File: config.mk
export PLATFORM = sky130hd
export DESIGN_NAME = branch_predictor
export DESIGN_NICKNAME = d
export VERILOG_FILES = /design/src/rtl/branch_predictor.sv
export SDC_FILE = /design/constraint.sdc
export NUM_CORES = 1
export LEC_CHECK = 0
export CORE_MARGIN = 5
export CORE_UTILIZATION = 38
export CTS_CLUSTER_SIZE = 25
export DETAILED_ROUTE_END_ITERATION = 6
export HOLD_SLACK_MARGIN = 0.03
export PLACE_DENSITY = 0.68
export SYNTH_ARGS = -nofsm -noshare
export SYNTH_HDL_FRONTEND = slang
export SYNTH_SLANG_ARGS = --single-unit
File: constraint.sdc
create_clock -name clk_i -period 4 [get_ports clk_i]
set_clock_uncertainty 0.2 [all_clocks]
set_input_delay 0.8 -clock clk_i [delete_from_list [all_inputs] [get_ports clk_i]]
set_output_delay 0.8 -clock clk_i [all_outputs]
set_load 0.02 [all_outputs]
File: src/rtl/branch_predictor.sv
// Bimodal branch predictor: 2-bit saturating-counter BHT with ID/EX prediction tracking.
// Define BP_PERF_CNT_EN to build the branch and mispredict performance counters.
`ifndef DATA_WIDTH
`define DATA_WIDTH 32
`endif

module branch_predictor #(
  parameter int unsigned BHT_DEPTH = 64
) (
  input  logic                   clk_i,
  input  logic                   rst_ni,
  input  logic                   if_valid_i,
  input  logic [`DATA_WIDTH-1:0] if_pc_i,
  input  logic                   stall_i,
  input  logic                   ex_branch_i,
  input  logic                   ex_taken_i,
  input  logic [`DATA_WIDTH-1:0] ex_target_i,
  output logic                   pred_taken_o,
  output logic                   mispredict_o,
  output logic [`DATA_WIDTH-1:0] redirect_pc_o,
  output logic [31:0]            branch_cnt_o,
  output logic [31:0]            mispred_cnt_o
);

  localparam int unsigned Idx = $clog2(BHT_DEPTH);

  typedef logic [`DATA_WIDTH-1:0] pc_t;

  logic [1:0]     bht_q [BHT_DEPTH];
  logic           id_valid_q, ex_valid_q;
  pc_t            id_pc_q, ex_pc_q;
  logic           id_pred_q, ex_pred_q;
  logic [Idx-1:0] if_idx, ex_idx;
  logic [1:0]     cnt_cur, cnt_nxt;
  logic           bht_upd;

  assign if_idx  = if_pc_i[Idx+1:2];
  assign ex_idx  = ex_pc_q[Idx+1:2];
  assign cnt_cur = bht_q[ex_idx];
  assign bht_upd = ex_valid_q & ex_branch_i & ~stall_i;

  always_comb begin
    pred_taken_o  = if_valid_i & bht_q[if_idx][1];
    mispredict_o  = ex_valid_q & ex_branch_i & (ex_taken_i != ex_pred_q);
    redirect_pc_o = '0;
    if (mispredict_o) begin
      redirect_pc_o = ex_taken_i ? ex_target_i : ex_pc_q + pc_t'(4);
    end
  end

  always_comb begin
    cnt_nxt = cnt_cur;
    if (ex_taken_i) begin
      if (cnt_cur != 2'b11) cnt_nxt = cnt_cur + 2'b01;
    end else begin
      if (cnt_cur != 2'b00) cnt_nxt = cnt_cur - 2'b01;
    end
  end

  // A mispredict squashes both younger slots; a stall freezes the whole tracking pipe.
  always_ff @(posedge clk_i or negedge rst_ni) begin
    if (!rst_ni) begin
      id_valid_q <= 1'b0;
      id_pc_q    <= '0;
      id_pred_q  <= 1'b0;
      ex_valid_q <= 1'b0;
      ex_pc_q    <= '0;
      ex_pred_q  <= 1'b0;
    end else if (!stall_i) begin
      id_valid_q <= if_valid_i & ~mispredict_o;
      id_pc_q    <= if_pc_i;
      id_pred_q  <= pred_taken_o;
      ex_valid_q <= id_valid_q & ~mispredict_o;
      ex_pc_q    <= id_pc_q;
      ex_pred_q  <= id_pred_q;
    end
  end

  always_ff @(posedge clk_i or negedge rst_ni) begin
    if (!rst_ni) begin
      for (int i = 0; i < BHT_DEPTH; i++) bht_q[i] <= 2'b01;
    end else if (bht_upd) begin
      bht_q[ex_idx] <= cnt_nxt;
    end
  end

`ifdef BP_PERF_CNT_EN
  logic [31:0] branch_cnt_q, mispred_cnt_q;

  always_ff @(posedge clk_i or negedge rst_ni) begin
    if (!rst_ni) begin
      branch_cnt_q  <= '0;
      mispred_cnt_q <= '0;
    end else if (bht_upd) begin
      branch_cnt_q <= branch_cnt_q + 32'd1;
      if (mispredict_o) mispred_cnt_q <= mispred_cnt_q + 32'd1;
    end
  end

  assign branch_cnt_o  = branch_cnt_q;
  assign mispred_cnt_o = mispred_cnt_q;
`else
  assign branch_cnt_o  = '0;
  assign mispred_cnt_o = '0;
`endif

endmodule
* Yosys cells after proc, flatten, opt, wreduce, memory -nomap -nowiden
Cells that the tools add are included.
Word-level totals: register bits 196, latch bits 0, memory bits (writable) 0, ROM bits 0, input bits 70, output and inout bits 98, logic and storage cells 104, memories 0
Operators by class: $add $sub $neg 3, multiply operators 0, divide/modulo/power cells 0, magnitude comparators 3, equal/unequal tests 2, shifts and indexed selects 0, mux-type cells 14, bitwise operators 10, reductions and logical operators 2
Operators with widths (number):
- bitwise mux 128 bit | 1
- 2-to-1 mux 32 bit | 2
- adder 32 x 3 -> 32 bit (second input constant) | 1
- binary-select mux 2 bit (select 6 bit) | 2
- 2-to-1 mux 2 bit | 8
- >= comparator 7 bit (second input constant) | 2
- inverter 6 -> 7 bit | 2
- demux 2 bit (select 6 bit) | 1
- less-than comparator 7 x 1 -> 1 bit (second input constant) | 1
- bitwise AND 1 bit | 6
- adder 2 x 1 -> 2 bit (second input constant) | 1
- != test 2 bit (second input constant) | 1
- inverter 1 bit | 2
- nonzero test 2 bit | 1
- subtractor 2 x 1 -> 2 bit (second input constant) | 1
- logical AND 1 bit | 1
- != test 1 bit | 1

* Depth between registers and ports, before layout
Gate-level depths: netlist of run 1.
depth after elaboration 8, gate-level depth with buffers 11, gate-level depth less buffers 7

* Least setup slack after synthesis of run 1
OpenSTA, ideal clock, no wires.
path type input to output, start input if_pc_i[2], end output pred_taken_o, arrival time 2.836 ns, required time 3.000 ns, setup slack 0.164 ns, cell stages on the path 6, buffers on the path 2, cells stage by stage clkbuf_1 buf_2 mux4_2 mux4_2 mux2i_1 o32ai_1
On the way: cells in the longest elaborated chain, start to end 5
Ends and longest elaborated chain:
- start: declaration | line 13 | input logic [`DATA_WIDTH-1:0] if_pc_i,
- inverter 6 -> 7 bit (not written as such) | line 43 | pred_taken_o = if_valid_i & bht_q[if_idx][1];
- binary-select mux 2 bit (select 6 bit) | line 43
- 2-to-1 mux 2 bit (not written as such) (2 in series) | line 43
- bitwise AND 1 bit | line 43
- end: declaration | line 18 | output logic pred_taken_o,
Every way passes these cells. The select of a mux whose other input is x is not followed.

* Final worst setup path of run 1
start register ex_pc_q[8], end output redirect_pc_o[19]
On the way: cells in the longest elaborated chain, start to end 3
Ends and longest elaborated chain:
- start: declaration | line 31 | pc_t id_pc_q, ex_pc_q;
- start signal: assignment | line 74 | ex_pc_q <= id_pc_q;
- adder 32 x 3 -> 32 bit | line 47 | redirect_pc_o = ex_taken_i ? ex_target_i : ex_pc_q + pc_t'(4);
- 2-to-1 mux 32 bit | line 47
- 2-to-1 mux 32 bit | line 46 | if (mispredict_o) begin
- end: declaration | line 20 | output logic [`DATA_WIDTH-1:0] redirect_pc_o,
Every way passes these cells.

==> metrics, run 1 <==
status=completed; Async SR Flop Fraction=100%; CP Capture Type=output port; IO Count=168; antenna violations before repair=1; Synth Instances=984; top_reg_cell synth=dfrtp_1; drt pass-1 iters=5; largest family of logic cells by synthesized area=multiplexers; hold path start=bht_q[94]; Placer Congestion=0.905; Max-Cap Viols=0; fmax=257 MHz; CTS buffer count=17; VDD IR max=0.000219 V; initial core utilization=38.6%; Synth Area in Simple Gates=11.9%; Least-Margin Pin Slew=900 ps; P_leak=5.34 nW; Rel. slew slack=40.0%; first-pass GRT wire length=43400 µm; Max Root-Sink Buffers=2; synth top area cells=dfrtp_1, dfstp_2, mux2_2; footprint of the multi-input gates=0.00519 mm²; XOR/XNOR Fraction of Synth Area=2.20%; Die W=178 µm; drt via density=5.29; Total Wirelength=28100 µm; Area growth, synth to finish=19.4%; register area=0.00499 mm²; Non-Filler Instances=1486; fin util=46.0%; # placed instances=1451; part of the cycle the worst path needs=97.4%; Layout Nets=1165; Critical Path AT=2900 ps; Worst Setup SP=ex_pc_q[8]; Clock H-tree levels=4; number of flops mapped to enable cells by yosys=0; CP Launch Type=flip-flop; FF-to-FF Start=ex_pc_q[3]; DRC Markers=0; post-synth top area cell=dfrtp_1; post-DP HPWL=19800 µm; Synth Area in Compound Gates=7.06%; Synth top area share=30.7%; DR iter-0 viols=700; number of global-route vias before repair=7797; YS warnings=0; CP Max Fanout=5; post-synth design cell area=0.0107 mm²; die height=178 µm; Final Hold Fails=0; share of cells above drive strength 1=30.1%; FF+latch count, synth=196; vias post-DR=7855; largest net degree at the start of global routing=109; fillers=2596; syn_area_per_cell=10.9 µm²; CTS tree=done; CP Class=reg2out; remaining antenna violation count after routing=0; Sink Count=196; total congestion overflow=0; Period minus WS final=3900 ps; clock insertion delay at the later pin of the skew report=430 ps; sequential element share of the synthesized area=46.4%; core area=0.0279 mm²; Req. time, crit path=3000 ps; Clk pin slew, worst setup/hold paths=70 ps; Power Dens Cells=379 mW/mm²; die area=0.0317 mm²; Synth cell types=52; class of the worst hold path=reg2reg; Root Driver=clkbuf_16; # setup viols final=0; cts hold-fix bufs=0; Synth top cells by count=nand2_1, mux2_2, dfrtp_1; drt wl/cell=18.9 µm; IO buf count=103; num rows=61; Slew Limit Fails=0; adder-cell share of the synthesized area=0.349%; fraction of synthesized area in multiplexers=24.2%; most common cell in the synthesized netlist=nand2_1; gr usage total=17.6%; unrepaired setup endpoints after global routing=yes
per-layer routing:
metal	vias up	wire length, µm	part of all wire [%]	GRT usage (%)
li1	3565	-	-	-
met1	3946	11900	42	23.6
met2	295	13700	49	28.7
met3	49	1760	6.2	2.99
met4	0	735	2.6	6.51
met5	-	0	0	0
sequential cells by signal, summed over array words and instances (netlist names):
name / count
id_pred_q: 1
ex_pc_q: 32
bht_q: 128
id_valid_q: 1
ex_pred_q: 1
ex_valid_q: 1
id_pc_q: 32
placed cells by master (no fill, tap or decap), types with 3 or more instances in the layout:
cell type | Yosys | final
o32ai_1 | 6 | 5
clkdlybuf4s50_1 | 0 | 90
nor2_1 | 48 | 47
nand4_1 | 12 | 12
and3b_1 | 3 | 3
clkbuf_8 | 0 | 3
nand2b_1 | 3 | 3
inv_1 | 9 | 9
nand3_1 | 17 | 16
a211oi_1 | 8 | 8
dfrtp_2 | 0 | 3
buf_4 | 66 | 44
or3_1 | 3 | 3
o21ai_0 | 56 | 56
nor3_1 | 4 | 4
conb_1 | 1 | 64
xor2_1 | 12 | 12
dfstp_2 | 64 | 64
xnor2_1 | 15 | 15
nor3b_1 | 13 | 13
and3_1 | 6 | 6
o22ai_1 | 12 | 12
o21ai_1 | 14 | 14
nand2_1 | 168 | 168
mux4_1 | 5 | 5
o31ai_1 | 4 | 4
clkbuf_2 | 1 | 3
mux2_2 | 135 | 135
a21oi_1 | 19 | 19
dlymetal6s2s_1 | 0 | 5
dfrtp_1 | 132 | 129
mux4_2 | 28 | 28
o41ai_1 | 4 | 4
clkbuf_16 | 0 | 18
mux2i_1 | 32 | 31
buf_12 | 0 | 8
inv_6 | 0 | 6
stage by stage:
step	hold slack, ps	setup slack, ps	TNS, ps	total power, mW	instance area (µm²)
floorplan	241	164	0	2.86	11000
global placement	247	-483	-483	3.14	12200
detailed placement	255	-493	-493	3.16	12200
CTS	265	-33.0	-33.0	4.89	12800
global route	275	-92.2	-297	5.07	12800
finish	262	105	0	4.86	12800
kinds of logic (layout without fill, tap and decap cells):
kind of cell	after synthesis	after routing
other	1	65
buffers and inverters	138	198
AND/OR/NAND/NOR	289	289
AO/OA/AOI/OAI	130	130
flip-flops	196	196
XOR/XNOR	27	27
adder cells (fa/ha/maj)	3	3
multiplexers	200	200
path summary, 6_finish.rpt:
check / end / slack, ps / cells past startpoint
worst max-delay path: redirect_pc_o[19] / 100 / 7
worst min-delay path: bht_q[94] / 260 / 2
worst max register to register: bht_q[43] / 450 / 9
worst min register to register: bht_q[94] / 260 / 2
max in group asynchronous: ex_pc_q[13] / 2380 / 2
min in group asynchronous: bht_q[115] / 300 / 1
where the power goes:
group / switching [mW] / total [mW] / internal, mW
Clock: 0.810 / 1.72 / 0.914
Sequential: 0.108 / 2.25 / 2.14
Combinational: 0.501 / 0.882 / 0.380
Total: 1.42 / 4.86 / 3.44
area by class of cell:
class                   count  area share, %
multi-input cells         713           40.5
flip-flops and latches    196           38.9
well taps                 378           3.69
clock buffers              19           3.53
clock inverters            13           1.04
inverters                  10          0.293
diodes                      1         0.0195
repair buffers            156           12.0
worst max-delay path: stages (launching register included):
cell	delay, ps
dfrtp_1	350
and4_1	290
nand4_1	280
nor2_2	330
nand4_1	140
xor2_1	170
a211oi_1	240
clkdlybuf4s50_1	660
timing repair:
| action | 4_1_cts | 5_1_grt |
|---|---|---|
| setup buffers | 0 | 1 |
| endpoints found under the setup margin | 7 | 13 |
| cloned | 0 | 1 |
| pin swaps | 0 | 1 |
| gates resized for setup | 16 | 18 |
Note: power is estimated with default switching activity, not from simulation.
==> inputs of run 2 (changes only) <==
--- a/config.mk
+++ b/config.mk
@@ -10,7 +10,8 @@
 export CTS_CLUSTER_SIZE = 25
 export DETAILED_ROUTE_END_ITERATION = 6
 export HOLD_SLACK_MARGIN = 0.03
-export PLACE_DENSITY = 0.68
+export PLACE_DENSITY = 0.7
+export REMOVE_ABC_BUFFERS = 1
 export SYNTH_ARGS = -nofsm -noshare
 export SYNTH_HDL_FRONTEND = slang
 export SYNTH_SLANG_ARGS = --single-unit
==> constraint.sdc (replaced) <==
create_clock -name clk_i -period 3.39 [get_ports clk_i]
set_clock_uncertainty 0.2 [all_clocks]
set_input_delay 0.678 -clock clk_i [delete_from_list [all_inputs] [get_ports clk_i]]
set_output_delay 0.678 -clock clk_i [all_outputs]
set_load 0.02 [all_outputs]
==> run 2 against run 1 <==
Sequential cell count is the same. Hold slack lost 200 ps. Routed wire length grew 0.36%. Largest cell class unchanged.
==> metrics, run 2 (same netlist as run 1, synthesis figures left out) <==
status=completed; CP Cell Sequence=ha_2 -> nand3_2 -> buf_4 -> or3_1 -> a21oi_1 -> a21oi_1 -> nor2_1 -> dlygate4sd2_1; total congestion overflow=0; IO buf count=103; drt via density=5.14; buffers plus inverters on the worst setup path=2; cts hold-fix bufs=0; IO Count=168; Req. time, crit path=2510 ps; CP Max Fanout=6; fmax=300 MHz; Die W=178 µm; core area=0.0279 mm²; most frequent cells in the layout=nand2_1, mux2_2, dfrtp_1, buf_4, clkdlybuf4s50_1; gr usage total=17.7%; # placed instances=1507; Rel. slew slack=45.4%; TNS Setup=0 ps; number of global-route vias before repair=8133; crit-path max cell delay=420 ps; Power Dens Cells=437 mW/mm²; largest registers=bht_q (128), ex_pc_q (32), id_pc_q (32); remaining antenna violation count after routing=0; Sink Count=196; DRC Markers=0; drt wl/cell=18.1 µm; Period minus WS final=3340 ps; # setup viols final=0; part of the cycle the worst path needs=98.5%; Final Hold Fails=0; Clock H-tree levels=4; clock insertion delay at the later pin of the skew report=440 ps; Total Wirelength=28200 µm; flip-flop count of the largest register after layout=128; DR iter-0 viols=546; Largest delay share family, worst path=simple AND/OR/NAND/NOR gates; Non-Filler Instances=1559; Max Root-Sink Buffers=2; Area growth, synth to finish=25.3%; most frequent CP cell=a21oi_1; Worst Setup Slack post-DPL=-828 ps; CP Launch Type=flip-flop; CTS buffer count=17; post-DP HPWL=20400 µm; CP Capture Type=output port; num rows=61; P_leak=5.79 nW; die area=0.0317 mm²; share of cells above drive strength 1=36.3%; unrepaired setup endpoints after global routing=yes; Slew Limit Fails=0; Layout Nets=1238; total power=5.88 mW; post-route worst setup slack=52.2 ps; Clk pin slew, worst setup/hold paths=70 ps; Max-Cap Viols=0; reg2reg setup slack=90 ps; most common cell after layout, fill and taps aside=nand2_1; die height=178 µm; Critical Path AT=2460 ps; most flop-heavy register=bht_q; class of the worst hold path=in2async; drt pass-1 iters=7; CTS tree=done; largest net degree at the start of global routing=79; vias post-DR=8012; first-pass GRT wire length=44200 µm; Placer Congestion=0.935; VDD IR max=0.000392 V; CP Class=reg2out; Least-Margin Pin Slew=819 ps; initial core utilization=38.6%; antenna violations before repair=0; Worst path slowest cell=dfrtp_2; Root Driver=clkbuf_16
## run 2: changes by cell type in the layout (fill, tap and decap cells not counted), moves of 4 or more
cell,change
buf_2,+8
buf_4,+68
buf_6,+4
clkdlybuf4s50_1,-19
## run 2: layout make-up
class,instances,area (µm²)
tap,378,473
sequential,196,4990
fill,2475,14400
clock buffer,20,457
clock inverter,12,145
antenna,1,2.50
timing repair buffer,229,2100
inverter,10,37.5
multi-input combinational,713,5250
## run 2: stage by stage
stage	util, %	hold slack (ps)	cell area (µm²)
after global routing	48.3	110	13500
after CTS	47.9	79.5	13300
after floorplan	-	182	10200
after detailed placement	45.3	254	12600
final	48.3	60.3	13500
after global placement	45.3	248	12600
## run 2: worst reg2reg max path: cells and delay by family (launching register included)
| family | cells | cell delay (ps) |
|---|---|---|
| flip-flops | 1 | 420 |
| AND/OR/NAND/NOR | 3 | 540 |
| multiplexers | 3 | 1150 |
| adder cells (fa/ha/maj) | 1 | 370 |
| buffers and inverters | 3 | 510 |
## run 2: worst paths after layout
check	start	end	depth (start not counted)
max	ex_pc_q[2]	redirect_pc_o[12]	8
min	rst_ni	id_pc_q[27]	1
max reg2reg	ex_pc_q[2]	bht_q[49]	10
min reg2reg	bht_q[112]	bht_q[112]	2
max in group asynchronous	rst_ni	bht_q[122]	2
min in group clk_i	bht_q[112]	bht_q[112]	2
## run 2: per-layer routing
layer	part of all wire [%]	global-route usage, %	vias to the layer above
met5	0	0	-
met4	3.8	7.64	0
met3	6.6	3.43	71
met2	48	28.9	300
met1	42	23.1	3920
li1	-	-	3721
## run 2: report_power, final
part,switching (mW),internal (mW),total (mW)
combinational,0.618,0.533,1.15
clock,0.937,1.14,2.08
sequential,0.123,2.53,2.65
## run 2: repair_timing
action,in CTS,in global routing
pin swaps,3,10
setup buffers,7,10
cloned,1,1
setup endpoints to repair,33,102
gates resized for setup,72,54
==> patch, RTL diff (flow settings as in run 1) <==
Add a define of `BP_PERF_CNT_EN`.
--- a/src/rtl/branch_predictor.sv
+++ b/src/rtl/branch_predictor.sv
@@ -2,2 +2,4 @@
 // Define BP_PERF_CNT_EN to build the branch and mispredict performance counters.
+`define BP_PERF_CNT_EN
+
 `ifndef DATA_WIDTH
Behaviour: not the same (a bounded check fails within 4 cycles, from zero or initial values and one cycle with rst_ni low).
==> patch against run 1 <==
Cell area increased by 29%; wire length increased by 20%; sequential cell count rose by 64; critical endpoint is now pred_taken_o; setup slack lost 57 ps; core utilization rose by 2.2 points; global-route usage decreased by 0.40 points; synthesized area grew 22%; non-clock buffer count increased by 71; total power increased by 45%.
==> patch: results (changes against run 1) <==
[metrics] result of the run: finished, final reports clean (unchanged)
[metrics] Setup Slack @ Placement: -533 ps (was -493 ps)
[metrics] P_leak: 6.94 nW (was 5.34 nW)
[metrics] latest clock arrival within the worst-skew pair: 540 ps (was 430 ps)
[metrics] average routed wire per standard cell: 18.9 µm (about the same)
[metrics] vias after detailed routing: 9494 (was 7855)
[metrics] met3 routed WL: 2.49 mm (was 1.76 mm)
[metrics] switching fraction of total power: 0.272 (was 0.292)
[metrics] Area growth syn-to-layout: 26.2% (was 19.4%)
[metrics] Post-Synthesis Net Count: 1192
[metrics] post-synthesis sequential area ratio: 0.501 (was 0.464)
[metrics] biggest area contributors in the synthesized netlist: dfrtp_1, dfstp_2, mux2_2, mux4_2, nand2_1 (unchanged)
[metrics] min-delay worst type: in2async (was reg2reg)
[metrics] maximum number of pins on one net before global-route repair: 106 (was 109)
[metrics] number of levels in the clock H-tree: 1 (was 4)
[metrics] clk buf depth: 3 (was 2)
[metrics] routed wl met2: 15.9 mm (was 13.7 mm)
[metrics] Worst IR Drop VDD: 0.246 mV (was 0.219 mV)
[metrics] longest individual stage delay on the worst path: 500 ps (was 660 ps)
[metrics] Tightest Pin Transition: 1260 ps (was 900 ps)
[metrics] placed cell area: 0.0155 mm² (was 0.0122 mm²)
[metrics] portion of total power attributed to sequential cells: 0.440 (was 0.464)
[metrics] number of warnings reported in the yosys synthesis log: 0 (unchanged)
[metrics] Num CTS Buffers: 27 (was 17)
[metrics] number of DRC violations after detailed-routing iteration 0: 632 (was 700)
[metrics] number of antenna violations at the first check in global routing: 0 (was 1)
[metrics] placed wire-length estimate after detailed placement: 24.2 mm (was 19.8 mm)
[metrics] number of distinct standard cells referenced by the synthesized netlist: 53 (was 52)
[metrics] via count of the first global-routing pass: 9639 (was 7797)
[metrics] IO buf count: 167 (was 103)
[metrics] clock tree from TritonCTS: built (unchanged)
[metrics] global-route wire length before repair: 54.1 mm (was 43.4 mm)
[metrics] most frequent cells after synthesis: dfrtp_1, nand2_1, mux2_2, xnor2_1, dfstp_2 (was nand2_1, mux2_2, dfrtp_1, buf_4, dfstp_2)
[metrics] detailed-router iteration count before antenna repair: 5 (unchanged)
[metrics] fraction of layout instances using a drive strength above 1: 0.309 (was 0.301)
[metrics] final weighted congestion of routability-driven global placement: 0.855 (was 0.905)
[metrics] Worst EP arrival: 2950 ps (was 2900 ps)
[metrics] met1 routed wirelength after detailed routing: 14.4 mm (was 11.9 mm)
[metrics] GR Util All Layers: 0.172 (was 0.176)
[metrics] CP Max Fanout: 17 (was 5)
[metrics] Nets: 1388 (was 1165)
[metrics] Filler cells: 3089 (was 2596)
==> patch: stage by stage <==
| stage | cells | hold WS, ps |
|---|---|---|
| 6_report | 1791 | 109 |
| 5_1_grt | 1790 | 176 |
| 4_1_cts | 1786 | 155 |
| 3_5_place_dp | 1733 | 254 |
| 3_3_place_gp | 1733 | 248 |
| 2_1_floorplan | 1119 | 242 |
==> patch: area by class of cell <==
class	instances	share of cell area
tap	455	0.0343
timing repair buffer	227	0.137
multi-input combinational	791	0.372
clock buffer	36	0.0452
antenna	1	0.000151
inverter	8	0.00181
sequential	260	0.398
clock inverter	13	0.0124
==> patch: repair_timing <==
| item | in CTS | in global routing |
|---|---|---|
| pin swaps | 1 | 3 |
| buffers inserted | 4 | 3 |
| gates cloned | 0 | 1 |
| endpoints found under the setup margin | 18 | 14 |
| resized for setup | 20 | 14 |
==> patch: worst paths after layout <==
check,slack (ps),depth (start not counted),start,endpoint
worst max register to register,400,10,ex_pc_q[4],bht_q[113]
worst min register to register,260,2,bht_q[124],bht_q[124]
worst min-delay path,110,1,rst_ni,mispred_cnt_o[12]
max in group asynchronous,2590,2,rst_ni,bht_q[58]
worst max-delay path,50,7,if_pc_i[3],pred_taken_o
min in group clk_i,260,2,bht_q[124],bht_q[124]
==> patch: cells by family after synthesis <==
kind of cell	count (synthesis)	share of synthesized area
adder cells (fa/ha/maj)	4	0.00391
AND/OR/NAND/NOR	374	0.131
multiplexers	202	0.208
AO/OA/AOI/OAI	126	0.0674
buffers and inverters	68	0.0311
flip-flops	260	0.501
XOR/XNOR	85	0.0567
==> patch: power by group through the flow <==
stage | Sequential (mW) | Combinational, mW | Clock (mW)
2_1_floorplan | 3.11 | 0.795 | 0
3_3_place_gp | 3.14 | 1.22 | 0
3_5_place_dp | 3.15 | 1.25 | 0
4_1_cts | 3.10 | 1.26 | 2.75
5_1_grt | 3.14 | 1.37 | 2.87
6_report | 3.10 | 1.25 | 2.69
==> patch: worst max-delay path: cells and delay by family <==
kind,cells,cell delay (ps)
multiplexers,3,1040
buffers and inverters,3,950
AO/OA/AOI/OAI,1,150
==> patch: per-layer routing <==
| metal | vias to the layer above | track usage |
|---|---|---|
| met5 | - | 0 |
| met4 | 0 | 0.0463 |
| met3 | 68 | 0.0347 |
| met2 | 346 | 0.284 |
| met1 | 4712 | 0.233 |
| li1 | 4368 | - |
